### src/rtl/q_6_7_str.sv
// 4-bit universal shift register: hold, rotate right, rotate left, parallel load.
// Built from one D flip-flop and one 4:1 mux per bit, with a synchronous clear on the D inputs.

module q_6_7_str_mux4 (
    input  logic       i_d0,
    input  logic       i_d1,
    input  logic       i_d2,
    input  logic       i_d3,
    input  logic [1:0] i_sel,
    output logic       o_y
);
    always_comb begin
        o_y = i_d0;
        case (i_sel)
            2'b00:   o_y = i_d0;
            2'b01:   o_y = i_d1;
            2'b10:   o_y = i_d2;
            2'b11:   o_y = i_d3;
            default: o_y = i_d0;
        endcase
    end
endmodule

module q_6_7_str_dff (
    input  logic clk,
    input  logic i_d,
    output logic o_q
);
    logic r_q;

    always_ff @(posedge clk) begin
        r_q <= i_d;
    end

    assign o_q = r_q;
endmodule

module q_6_7_str (
    input  logic       clk,
    input  logic       rst,
    input  logic [1:0] sel,
    input  logic [3:0] I,
    output logic [3:0] A
);
    logic [3:0] w_mux;
    logic [3:0] w_d;

    // Reset takes priority over every mode: it forces each D input low before the edge.
    assign w_d = w_mux & {4{~rst}};

    generate
        for (genvar gi = 0; gi < 4; gi++) begin : g_bit
            // Input 1 takes the bit to the left (rotate right); input 2 the bit to the right.
            q_6_7_str_mux4 u_mux (
                .i_d0  (A[gi]),
                .i_d1  (A[(gi + 1) % 4]),
                .i_d2  (A[(gi + 3) % 4]),
                .i_d3  (I[gi]),
                .i_sel (sel),
                .o_y   (w_mux[gi])
            );

            q_6_7_str_dff u_dff (
                .clk (clk),
                .i_d (w_d[gi]),
                .o_q (A[gi])
            );
        end
    endgenerate
endmodule

### config.mk
export PLATFORM = sky130hd
export DESIGN_NAME = q_6_7_str
export DESIGN_NICKNAME = d
export VERILOG_FILES = /design/src/rtl/q_6_7_str.sv
export SDC_FILE = /design/constraint.sdc
export NUM_CORES = 1
export LEC_CHECK = 0
export ABC_CLOCK_PERIOD_IN_PS = 1000
export CORE_AREA = 5 5 42 44
export CTS_CLUSTER_DIAMETER = 40
export DETAILED_ROUTE_END_ITERATION = 7
export DIE_AREA = 0 0 47 49
export HOLD_SLACK_MARGIN = 0.05
export PLACE_DENSITY_LB_ADDON = 0.25
export SLEW_MARGIN = 10
export SYNTH_ARGS = -nofsm -noshare
export SYNTH_HDL_FRONTEND = slang
export SYNTH_SLANG_ARGS = --single-unit
### constraint.sdc
create_clock -name clk -period 1 [get_ports clk]
set_input_delay 0.1 -clock clk [delete_from_list [all_inputs] [get_ports clk]]
set_output_delay 0.1 -clock clk [all_outputs]
set_load 0.01 [all_outputs]
==> qor.yml, run 1 <==
p_int_uw: 367.8
cts_root_buf: "clkbuf_4"
post_cts_buffers: 0
fin_skew_ps: 1.467
final_common_cell: "dlygate4sd2_1"
dieHeight_um: 49
clkTransAtPathRegs_ps: 40
wl_per_cell_um: 9.841
coreArea_sq_um: 1401
wl_met1_um: 176
worst_pin_slew_ps: 202.0
grt_use_total: 0.04745
syn2layout_area_growth_pct: 60.00
grt_start_max_net_pins: 5
power_density_nw_per_um2: 1283
slew_viol_final: 0
critPathMaxStageDelay_ps: 440
cts_inserted_buffers: 3
violations: "negative setup slack"
io_buffers: 11
routed_wl_um: 433
min_period_ps: 1023
rsz0062_at_grt: "true"
netlist_area_sq_um: 225.2
pin_count: 12
seqPwrFrac: 0.390
die_w_um: 47
dieArea_sq_um: 2303
slowest_stage: "mux4_2"
finalSetupTns_ps: -62.31
cts_tree: "built"
dpl_cell_area_sq_um: 340.3
hold_viol: 0
synth-seq-cells: 4
drc_errors: 0
grt_overflow: 0
cts-htree-levels: 1
num-nets-final: 38
initial_core_util: 0.1607
drv_cap: 0
wl_met3_um: 38
path_class: "register to register"
pwr-share-clk: 0.425
utilization: 0.2571
crit_family: "multiplexers"
yosysWarningCount: 0
clkLatencyLatePin_ps: 230
max-slew-margin-rel: 0.8654
status: "finished, violations left"
drt_iter0_drc: 0
combPwrFrac: 0.185
via_per_inst: 3.795
vias: 167
ys_seq_area_frac: 0.3556
setup_violations: 4
p_sw_uw: 94.67
vdd.ir_drop.worst_mv: 0.4903
place_congestion: 0.7082
largest_register_ffs: 4
top_layer_used: "met3"
p_leak_uw: 0.0001540
grt_pass1_vias: 191
max_freq_mhz: 977.3
syn-num-nets: 24
startpoint_type: "register"
cts.sinks: 4
final_area_sq_um: 360.3
worst_ep_arrival_time_ps: 1140
worstPathCellList: "mux4_2, nor2b_1"
most-common-layout-cells: "dlygate4sd2_1, clkdlybuf4s50_1, mux4_2, nor2b_1, dfxtp_2"
required_ps: 1120
synthCells: 16
yosysUniqueCellTypes: 4
path_buf_inv: 0
path_max_fanout: 4
setup_ws_ps: -23.21
min_period_over_period: 1.023
grt_pass1_wl_um: 690
diodes: 0
wl_met2_um: 218
antenna_found_initial: 0
swShare: 0.2047
ant_nets: 0
drive_gt1_frac: 0.4643
power.total_uw: 462.5
rows: 14
hp-class: "input port to register"
cts_max_path_buffers: 2
cp-end-kind: "register"
avgSynthCellArea_sq_um: 14.08
drtPass1Iterations: 1
==> layout make-up <==
class | instances | area, sq um
clock buffer | 3 | 22.52
multi-input combinational | 8 | 115.1
sequential | 4 | 85.08
fill | 155 | 1041
tap | 16 | 20.02
timing repair buffer | 13 | 117.6
==> path summary, 6_finish.rpt <==
path,start,end,slack (ps),depth (start not counted)
max,g_bit[0].u_dff.o_q$_DFF_P_,g_bit[3].u_dff.o_q$_DFF_P_,-20,2
min reg2reg,g_bit[3].u_dff.o_q$_DFF_P_,g_bit[0].u_dff.o_q$_DFF_P_,700,2
max reg2reg,g_bit[0].u_dff.o_q$_DFF_P_,g_bit[3].u_dff.o_q$_DFF_P_,-20,2
min,rst,g_bit[0].u_dff.o_q$_DFF_P_,490,2
==> kinds of logic (layout without fill, tap and decap cells) <==
| logic type | after synthesis | count (layout) | synth area share |
|---|---|---|---|
| multiplexers | 4 | 4 | 0.4000 |
| AND/OR/NAND/NOR | 4 | 4 | 0.1111 |
| flip-flops | 4 | 4 | 0.3556 |
| buffers and inverters | 4 | 16 | 0.1333 |
==> Yosys cell counts <==
cell type  n  area (sq um)
buf_4      4         30.03
dfxtp_1    4         80.08
mux4_2     4         90.09
nor2b_1    4         25.02
==> stage by stage <==
step / std cells / hold WS [ps] / setup WS, ps
6_report: 44 / 485.3 / -23.21
5_1_grt: 44 / 502.5 / -51.58
4_1_cts: 44 / 487.5 / -21.82
3_5_place_dp: 41 / 727.1 / -449.2
3_3_place_gp: 41 / 716.1 / -448.2
2_1_floorplan: 16 / 171.6 / 24.50
==> per-layer routing <==
layer / vias to the layer above / GRT usage
met3: 0 / 0.003690
met1: 79 / 0.04027
met2: 8 / 0.06787
li1: 80 / -
met4: 0 / 0.08295
met5: - / 0
==> repair_timing <==
action | in CTS | in global routing
endpoints found under the hold margin | 0 | 0
gates resized for setup | 10 | 0
hold buffers | 0 | 0
endpoints found under the setup margin | 8 | 4
==> power by group through the flow <==
stage | sequential (uW) | combinational, uW | clock (uW)
3_3_place_gp | 181 | 94.9 | 0
3_5_place_dp | 181 | 95.7 | 0
5_1_grt | 182 | 91.5 | 222
2_1_floorplan | 178 | 49.0 | 0
6_report | 180 | 85.4 | 197
4_1_cts | 181 | 86.8 | 206
(Power assumes the default switching activity.)
==> run 2: changes to the inputs <==
--- a/config.mk
+++ b/config.mk
@@ -16,3 +16,4 @@
 export SYNTH_ARGS = -nofsm -noshare
 export SYNTH_HDL_FRONTEND = slang
 export SYNTH_SLANG_ARGS = --single-unit
+export TNS_END_PERCENT = 10
==> results of run 2 <==
Final layout, timing and power as in run 1 (identical DEF).
==> run 3: changes to the inputs <==
--- a/config.mk
+++ b/config.mk
@@ -6,6 +6,7 @@
 export NUM_CORES = 1
 export LEC_CHECK = 0
 export ABC_CLOCK_PERIOD_IN_PS = 1000
+export CAP_MARGIN = 5
 export CORE_AREA = 5 5 42 44
 export CTS_CLUSTER_DIAMETER = 40
 export DETAILED_ROUTE_END_ITERATION = 7
==> results of run 3 <==
Final layout, timing and power as in run 1 (identical DEF).
